<file path="src/rtl/i2s_rx.sv">
// i2s_rx: I2S capture path. Oversamples the codec's sclk/lrclk/dout in the
// system clock domain, deserializes MSB-first stereo words and queues
// complete {left, right} frames in a small FIFO.
//
// Ports:
//   clk, reset   system clock, asynchronous active-high reset
//   en           capture enable (low holds the deserializer idle, FIFO kept)
//   flush        synchronous clear of FIFO contents and overflow
//   sclk, lrclk, dout   codec bit clock, word clock (0 = left), serial data
//   rd_req       pop request
//   rd_data      popped frame {left, right}, holds between pops
//   rd_valid     one-cycle strobe marking rd_data as a freshly popped frame
//   empty, full, level  FIFO occupancy
//   overflow     sticky, a completed frame was dropped because the FIFO was full
//
// Read handshake: rd_req sampled high on a clock edge while the FIFO holds at
// least one frame pops the oldest frame; rd_valid is high for exactly the next
// cycle with that frame on rd_data. rd_req against an empty FIFO is ignored
// (no rd_valid). There is no back-pressure: requests may be issued every cycle.
module i2s_rx #(
    parameter int DATA_WIDTH = 16,
    parameter int DEPTH      = 8
) (
    input  logic                      clk,
    input  logic                      reset,
    input  logic                      en,
    input  logic                      flush,
    input  logic                      sclk,
    input  logic                      lrclk,
    input  logic                      dout,
    input  logic                      rd_req,
    output logic [2*DATA_WIDTH-1:0]   rd_data,
    output logic                      rd_valid,
    output logic                      empty,
    output logic                      full,
    output logic [$clog2(DEPTH):0]    level,
    output logic                      overflow
);

    localparam int AW = $clog2(DEPTH);
    localparam int CW = $clog2(DATA_WIDTH + 1);
    localparam logic [CW-1:0] DW_C    = CW'(DATA_WIDTH);
    localparam logic [CW-1:0] DW_LAST = CW'(DATA_WIDTH - 1);
    localparam logic [AW:0]   DEPTH_C = (AW + 1)'(DEPTH);

    // ------------------------------------------------------------------
    // Synchronizers and sclk rising-edge detector. lr_s/dout_s are
    // registered alongside bit_tick so all three describe the same sclk edge.
    // ------------------------------------------------------------------
    logic [1:0] sclk_sync;
    logic [1:0] lr_sync;
    logic [1:0] dout_sync;
    logic       sclk_d;
    logic       bit_tick;
    logic       lr_s;
    logic       dout_s;

    always_ff @(posedge clk or posedge reset) begin
        if (reset) begin
            sclk_sync <= 2'b00;
            lr_sync   <= 2'b00;
            dout_sync <= 2'b00;
            sclk_d    <= 1'b0;
            bit_tick  <= 1'b0;
            lr_s      <= 1'b0;
            dout_s    <= 1'b0;
        end else begin
            sclk_sync <= {sclk_sync[0], sclk};
            lr_sync   <= {lr_sync[0], lrclk};
            dout_sync <= {dout_sync[0], dout};
            sclk_d    <= sclk_sync[1];
            bit_tick  <= sclk_sync[1] & ~sclk_d;
            lr_s      <= lr_sync[1];
            dout_s    <= dout_sync[1];
        end
    end

    // ------------------------------------------------------------------
    // Slot framing FSM
    // ------------------------------------------------------------------
    typedef enum logic [1:0] {
        ST_IDLE    = 2'd0,
        ST_SYNC    = 2'd1,
        ST_CAPTURE = 2'd2
    } state_t;

    state_t state;
    state_t state_next;

    logic                  lr_prev;
    logic                  lr_change;
    logic [CW-1:0]         bitcnt;
    logic                  chan;
    logic [DATA_WIDTH-1:0] shreg;
    logic [DATA_WIDTH-1:0] left_hold;
    logic                  left_ok;

    logic                  slot_start;
    logic                  take_bit;
    logic                  word_done;
    logic                  push;
    logic [DATA_WIDTH:0]   shift_wide;
    logic [DATA_WIDTH-1:0] shift_next;
    logic [2*DATA_WIDTH-1:0] push_frame;

    assign lr_change = lr_s ^ lr_prev;

    always_ff @(posedge clk or posedge reset) begin
        if (reset) begin
            state <= ST_IDLE;
        end else begin
            state <= state_next;
        end
    end

    always_comb begin
        state_next = state;
        case (state)
            ST_IDLE: begin
                if (en) state_next = ST_SYNC;
            end
            ST_SYNC: begin
                if (!en)                        state_next = ST_IDLE;
                else if (bit_tick && lr_change) state_next = ST_CAPTURE;
            end
            ST_CAPTURE: begin
                if (!en) state_next = ST_IDLE;
            end
            default: state_next = ST_IDLE;
        endcase
    end

    // A slot boundary is an lrclk change seen on a bit tick. The bit sampled
    // on that tick still belongs to the previous slot (I2S one-bit delay), so
    // it is never shifted in.
    always_comb begin
        slot_start = en && (state != ST_IDLE) && bit_tick && lr_change;
        take_bit   = en && (state == ST_CAPTURE) && bit_tick && !lr_change
                     && (bitcnt < DW_C);
        word_done  = take_bit && (bitcnt == DW_LAST);
        shift_wide = {shreg, dout_s};
        shift_next = shift_wide[DATA_WIDTH-1:0];
        push       = word_done && chan && left_ok;
        push_frame = {left_hold, shift_next};
    end

    always_ff @(posedge clk or posedge reset) begin
        if (reset) begin
            lr_prev   <= 1'b0;
            bitcnt    <= '0;
            chan      <= 1'b0;
            shreg     <= '0;
            left_hold <= '0;
            left_ok   <= 1'b0;
        end else begin
            // lr_prev tracks lrclk even while idle so enabling mid-slot
            // does not see a phantom boundary.
            if (bit_tick) lr_prev <= lr_s;

            if (!en || state == ST_IDLE) begin
                bitcnt  <= '0;
                left_ok <= 1'b0;
            end else if (slot_start) begin
                bitcnt <= '0;
                chan   <= lr_s;
                // A slot that ended short breaks the current pair.
                if (bitcnt < DW_C) left_ok <= 1'b0;
            end else if (take_bit) begin
                shreg  <= shift_next;
                bitcnt <= bitcnt + CW'(1);
                if (word_done) begin
                    if (!chan) begin
                        left_hold <= shift_next;
                        left_ok   <= 1'b1;
                    end else begin
                        // Right word consumed: pushed if paired, else dropped.
                        left_ok <= 1'b0;
                    end
                end
            end
        end
    end

    // ------------------------------------------------------------------
    // Frame FIFO
    // ------------------------------------------------------------------
    logic [2*DATA_WIDTH-1:0] mem [DEPTH];
    logic [AW-1:0]           wr_ptr;
    logic [AW-1:0]           rd_ptr;
    logic [AW:0]             count;
    logic                    do_pop;
    logic                    do_push;

    // A pop frees the slot the same-cycle push lands in, so push at full
    // still succeeds when paired with a pop.
    always_comb begin
        do_pop  = rd_req && (count != '0);
        do_push = push && ((count != DEPTH_C) || do_pop);
    end

    always_ff @(posedge clk) begin
        if (do_push && !flush) mem[wr_ptr] <= push_frame;
    end

    always_ff @(posedge clk or posedge reset) begin
        if (reset) begin
            wr_ptr   <= '0;
            rd_ptr   <= '0;
            count    <= '0;
            overflow <= 1'b0;
            rd_valid <= 1'b0;
            rd_data  <= '0;
        end else if (flush) begin
            wr_ptr   <= '0;
            rd_ptr   <= '0;
            count    <= '0;
            overflow <= 1'b0;
            rd_valid <= 1'b0;
        end else begin
            rd_valid <= do_pop;
            if (do_pop) begin
                rd_data <= mem[rd_ptr];
                rd_ptr  <= rd_ptr + AW'(1);
            end
            if (do_push) wr_ptr <= wr_ptr + AW'(1);
            if (push && !do_push) overflow <= 1'b1;
            case ({do_push, do_pop})
                2'b10:   count <= count + (AW + 1)'(1);
                2'b01:   count <= count - (AW + 1)'(1);
                default: count <= count;
            endcase
        end
    end

    assign level = count;
    assign empty = (count == '0);
    assign full  = (count == DEPTH_C);

endmodule

</file>
<file path="config.mk">
export PLATFORM = sky130hd
export DESIGN_NAME = i2s_rx
export DESIGN_NICKNAME = d
export VERILOG_FILES = /design/src/rtl/i2s_rx.sv
export SDC_FILE = /design/constraint.sdc
export NUM_CORES = 1
export LEC_CHECK = 0
export BUFFER_PORTS_ARGS = -buffer_cell sky130_fd_sc_hd__buf_2
export CAP_MARGIN = 20
export CORE_AREA = 2 2 280 144
export DETAILED_ROUTE_END_ITERATION = 6
export DIE_AREA = 0 0 282 146
export SETUP_SLACK_MARGIN = 0.3
export SLEW_MARGIN = 20
export SYNTH_ARGS = -nofsm -noshare
export SYNTH_HDL_FRONTEND = slang
export SYNTH_SLANG_ARGS = --single-unit
</file>
<file path="constraint.sdc">
create_clock -name clk -period 5.15 [get_ports clk]
set_clock_uncertainty 0.15 [all_clocks]
set_input_delay 0.515 -clock clk [delete_from_list [all_inputs] [get_ports clk]]
set_output_delay 0.515 -clock clk [all_outputs]
set_load 0.02 [all_outputs]
</file>
After elaboration in Yosys (flattened, before gate mapping)

Memories as Yosys holds them, arrays and structs flattened. A register that Yosys moved wholly into a read port is not among the register bits.
Index checks and enable logic that the tools add are counted.

Register bits: 63
Output and inout bits: 40
Memory bits (writable): 256
Logic and storage cells: 106
Memories: 1
Input bits: 8

Memories:

| memory | words | bits a word | rd ports | clocked after Yosys merged registers in | wr ports | RTL line | source |
|---|---|---|---|---|---|---|---|
| mem    | 8     | 32          | 1        | 1                                       | 1        | 187      | `logic [2*DATA_WIDTH-1:0] mem [DEPTH];` |

Eq/ne operators: 11
Bitwise operators: 7
Reductions and logical operators: 37
Magnitude comparators: 1
Mux-type cells: 25
Add/subtract/negate cells: 5

Operators by type and width:

| operator                                          | number |
|---|---|
| logical AND 1 bit                                 | 15 |
| 2-to-1 mux 5 bit                                  | 3 |
| 2-to-1 mux 3 bit                                  | 4 |
| 2-to-1 mux 1 bit                                  | 11 |
| AND reduction 3 bit                               | 3 |
| nonzero test 3 bit                                | 3 |
| 2-to-1 mux 2 bit                                  | 4 |
| case mux 4 bit (2 select lines)                   | 1 |
| nonzero test 2 bit                                | 4 |
| adder 3 x 1 -> 3 bit, second input constant       | 2 |
| case mux 2 bit (3 select lines)                   | 1 |
| adder 5 x 1 -> 5 bit, second input constant       | 1 |
| == test 5 x 4 -> 1 bit, second input constant     | 1 |
| less-than comparator 5 bit, second input constant | 1 |
| inverter 1 bit                                    | 5 |
| AND reduction 5 bit                               | 1 |
| adder 4 x 1 -> 4 bit, second input constant       | 1 |
| == test 2 x 1 -> 1 bit, second input constant     | 2 |
| == test 2 bit, second input constant              | 2 |
| == test 4 bit, second input constant              | 1 |
| zero test 1 bit                                   | 4 |
| zero test 4 bit                                   | 1 |
| 2-to-1 mux 4 bit                                  | 1 |
| != test 2 bit, second input constant              | 2 |
| other kinds (10)                                  | 12 |

Logic depth before layout (Yosys ltp)

Depth after elaboration: 13
Gate-level depth with buffers: 11
Gate-level depth less buffers: 11

Worst setup path before layout

OpenSTA, ideal clock, no wires.

Kind: register to register
Start point: register bitcnt[0]
End point: memory mem[1][0] (netlist name) (enable)
Library setup time: 461 ps
Required time: 4539 ps
Path slack: 349 ps
Cell stages (with the launch flop): 8
Period minus slack after synthesis: 4801 ps
Arrival time: 4190 ps
Path buffers: 0
Cell sequence: dfrtp_1 ha_1 and3_1 ha_1 inv_1 or4_4 or4_4 nor3_1

Word-level cells in the longest chain between the ends: 9
Elaborated cells between the ends (all ways): 10
Classes of those cells: 1 x order compare; 1 x eq/ne; 2 x mux; 6 x reduce/logical

RTL lines:

| element                                    | RTL line | source |
|---|---|---|
| start: declaration                         | 92       | `logic [CW-1:0] bitcnt;` |
| start signal: assignment                   | 170      | `bitcnt <= bitcnt + CW'(1);` |
| less-than comparator 5 bit                 | 139      | `&& (bitcnt < DW_C);` |
| logical AND 1 bit                          | 139      |  |
| logical AND 1 bit (*)                      | 140      | `word_done = take_bit && (bitcnt == DW_LAST);` |
| logical AND 1 bit (*) (2 in series)        | 143      | `push = word_done && chan && left_ok;` |
| logical AND 1 bit (*)                      | 198      | `do_push = push && ((count != DEPTH_C) \|\| do_pop);` |
| logical AND 1 bit (*)                      | 202      | `if (do_push && !flush) mem[wr_ptr] <= push_frame;` |
| 2-to-1 mux 1 bit (*)                       | 202      |  |
| 2-to-1 mux 1 bit (implied by the code) (*) | 202      |  |
| end: declaration                           | 187      |  |

Every way passes the cells marked *; elsewhere a longest branch is shown, timed or not.

Final worst setup path

Start point: register bitcnt[0]
End point: memory mem[5][16] (netlist name) (enable)

Same word-level chain as after synthesis.

==> flow_metrics.env <==
export IMPL_ant_nets=0
export IMPL_synth_top_cell_area_share_pct=57.6
export IMPL_slew_headroom_pct=36.5
export IMPL_cts_tree="built"
export IMPL_critPathArrivalTime_ns=3.80
export IMPL_ys_top_cells_by_area="edfxtp_1 (58%), dfrtp_1 (18%), mux4_2 (11%)"
export IMPL_required_ns=5.24
export IMPL_p_leak_nw=5.89
export IMPL_synth_area_leader_cell="edfxtp_1"
export IMPL_finalHoldViolations=0
export IMPL_whs_ns=0.0182
export IMPL_synth_seq_cells=351
export IMPL_core_um2=38500
export IMPL_synth_edf_count=256
export IMPL_port_buffers=47
export IMPL_die_w_um=282
export IMPL_drv_cap=0
export IMPL_grt_max_degree=69
export IMPL_vdd_drop_max_mv=0.254
export IMPL_outcome="completed"
export IMPL_postCtsSetupRepairBufs=0
export IMPL_path_max_fanout=21
export IMPL_nNetsFinal=802
export IMPL_min_path_type="in -> async"
export IMPL_drt_iter0_markers=545
export IMPL_gp_congestion=0.708
export IMPL_finalSetupTns_ns=0
export IMPL_synth_distinct_cells=42
export IMPL_syn_nets=734
export IMPL_startpoint_type="register"
export IMPL_slew_viol_final=0
export IMPL_clkTransAtPathRegs_ns=0.07
export IMPL_fin_ws_ns=1.44
export IMPL_h_tree_depth=1
export IMPL_placementRows=51
export IMPL_critPathKind="reg -> reg"
export IMPL_power_density_nw_per_um2=358
export IMPL_rsz0062_at_grt="false"
export IMPL_wire_per_inst_um=20.2
export IMPL_totalWireLength_um=27100
export IMPL_synthArstFlopShare_pct=27.1
export IMPL_grtUsageMet2_pct=17.9
export IMPL_grt_pass1_wl_um=41500
export IMPL_vias_per_cell=4.77
export IMPL_fp_dieH_um=146
export IMPL_finalCriticalPeriod_ns=3.71
export IMPL_grtUsageMet1_pct=22.4
export IMPL_grt_pass1_vias=6455
export IMPL_cp_cell_sequence="ha_1, and3_1, ha_1, inv_1, or4_4, or4_4, nor2_4, buf_4"
export IMPL_die_area_um2=41200
export IMPL_final_cells=1341
export IMPL_syn_to_final_growth_pct=16.2
export IMPL_slowest_delay_ns=0.71
export IMPL_top_level_ports=48
export IMPL_fin_crit_sh_pct=72.1
export IMPL_cts_buffers=30
export IMPL_vias=6392
export IMPL_syn_area_um2=13300
export IMPL_root_buffer="clkbuf_16"
export IMPL_syn_inst=719
export IMPL_crit_slowest_cell="nor2_4"
export IMPL_grtUsageMet3_pct=2.66
export IMPL_antenna_cells=0
export IMPL_placedCellCount=1278
export IMPL_overflow=0
export IMPL_insertion_delay_ns=0.56
export IMPL_detailed_place_hpwl_um=16400
export IMPL_cts_path_max_buffers=3
export IMPL_initial_core_util_pct=34.7
export IMPL_drc=0
export IMPL_setup_viol=0
export IMPL_top_usage_layer="met1"
export IMPL_drive_above_1_share_pct=27.1
export IMPL_dr_pass1_iters=4
export IMPL_synth_ff_type="edfxtp_1"
export IMPL_worst_pin_slew_ns=0.953
export IMPL_antenna_found_initial=0
export IMPL_max_freq_mhz=269
export IMPL_syn_area_per_cell_um2=18.6
export IMPL_yosysWarnings=0
export IMPL_pre_cts_ws_ns=1.44
export IMPL_cts_sinks=351
export IMPL_cp_end_kind="register"
export IMPL_gr_usage_all_layers_pct=13.4
export IMPL_seq_area_frac_synth_pct=75.4
-- per-layer routing --
metal / share of wire, % / vias up
met2: 41 / 170
met5: 0 / -
li1: - / 2923
met1: 50 / 3278
met4: 0.80 / 0
met3: 8.0 / 21
-- layout by cell type, fill, tap and decap left out, types with 3 or more instances in the layout --
cell           count
nor2_1             6
dlygate4sd3_1      3
o21ai_0           38
bufinv_16          6
nor2_4             7
clkinv_2           5
mux2_2            20
nand2b_1           4
xor2_1             3
buf_2             47
clkbuf_8           4
nand2_1           88
a21oi_1           10
and3_1             3
or4_4              3
clkinv_4           3
edfxtp_1         256
nor3_2             3
inv_1              8
mux4_2            64
or3_1              3
dfrtp_1           92
clkbuf_16         31
buf_4             14
clkbuf_1           4
nand3_1            8
ha_1               6
mux2i_1           36
-- cells by family (layout without fill, tap and decap cells) --
kind of cell | Yosys count | after routing | share of synthesized area, %
buffers and inverters | 41 | 133 | 1.24
flip-flops | 351 | 351 | 75.4
XOR/XNOR | 5 | 5 | 0.328
AND/OR/NAND/NOR | 139 | 139 | 4.83
adder cells (fa/ha/maj) | 7 | 7 | 0.712
AO/OA/AOI/OAI | 56 | 56 | 2.31
multiplexers | 120 | 120 | 15.2
-- stage by stage --
stage               total power [mW]  instance area, um2  util, %
finish                          5.55               15500     40.3
global route                    5.75               15500     40.3
CTS                             5.62               15400     40.1
detailed placement              3.13               14300     37.1
global placement                3.12               14300     37.1
floorplan                       3.11               13300        -
-- timing repair --
item / in CTS / in global routing
endpoints found under the hold margin: 3 / 0
hold buffers: 3 / 0
resized for setup: 0 / 0
-- worst max-delay path: cells and delay by family (launching register included) --
| family | cells | cell delay (ns) |
|---|---|---|
| AND/OR/NAND/NOR | 4 | 2.05 |
| flip-flops | 1 | 0.39 |
| adder cells (fa/ha/maj) | 2 | 0.36 |
| buffers and inverters | 2 | 0.42 |
-- final timing paths --
check / from / endpoint / slack, ns / cells after the start
max: bitcnt[0] / mem[5][16] / 1.44 / 8
min: reset / rd_data[1] / 0.02 / 2
max reg2reg: bitcnt[0] / mem[5][16] / 1.44 / 8
min reg2reg: dout_sync[1] / dout_s / 0.20 / 0
max in group asynchronous: reset / left_hold[15] / 3.86 / 3
min in group clk: en / state[1] / 0.09 / 2
-- report_power, final --
group / internal (mW) / total [mW] / switching (mW)
sequential: 3.01 / 3.02 / 0.0115
combinational: 0.0117 / 0.0410 / 0.0293
clock: 1.46 / 2.49 / 1.02
total: 4.49 / 5.55 / 1.06
-- flip-flops by register name (all words and copies together), names as in the netlist, 2 cells and up --
signal and flops:
level 4, mem 256, lr_sync 2, state 2
shreg 15, rd_data 32, dout_sync 2, wr_ptr 3
bitcnt 5, left_hold 16, sclk_sync 2, rd_ptr 3
-- synthesized netlist by cell type, drive strengths merged (5+ instances only) --
cell type / n
a21oi: 10
buf: 11
clkbuf: 21
dfrtp: 95
edfxtp: 256
ha: 6
inv: 9
mux2: 20
mux2i: 36
mux4: 64
nand2: 89
nand3: 8
nor2: 13
o21ai: 38
or4: 5
-- cell type report --
cell class              count  area, um2
flip-flops and latches    351      10100
fillers                  3442      23000
inverters                   9       36.3
multi-input cells         327       3180
clock buffers              39        846
repair buffers             68        465
well taps                 530        663
clock inverters            17        251
Power figures use the tool's default switching activity.
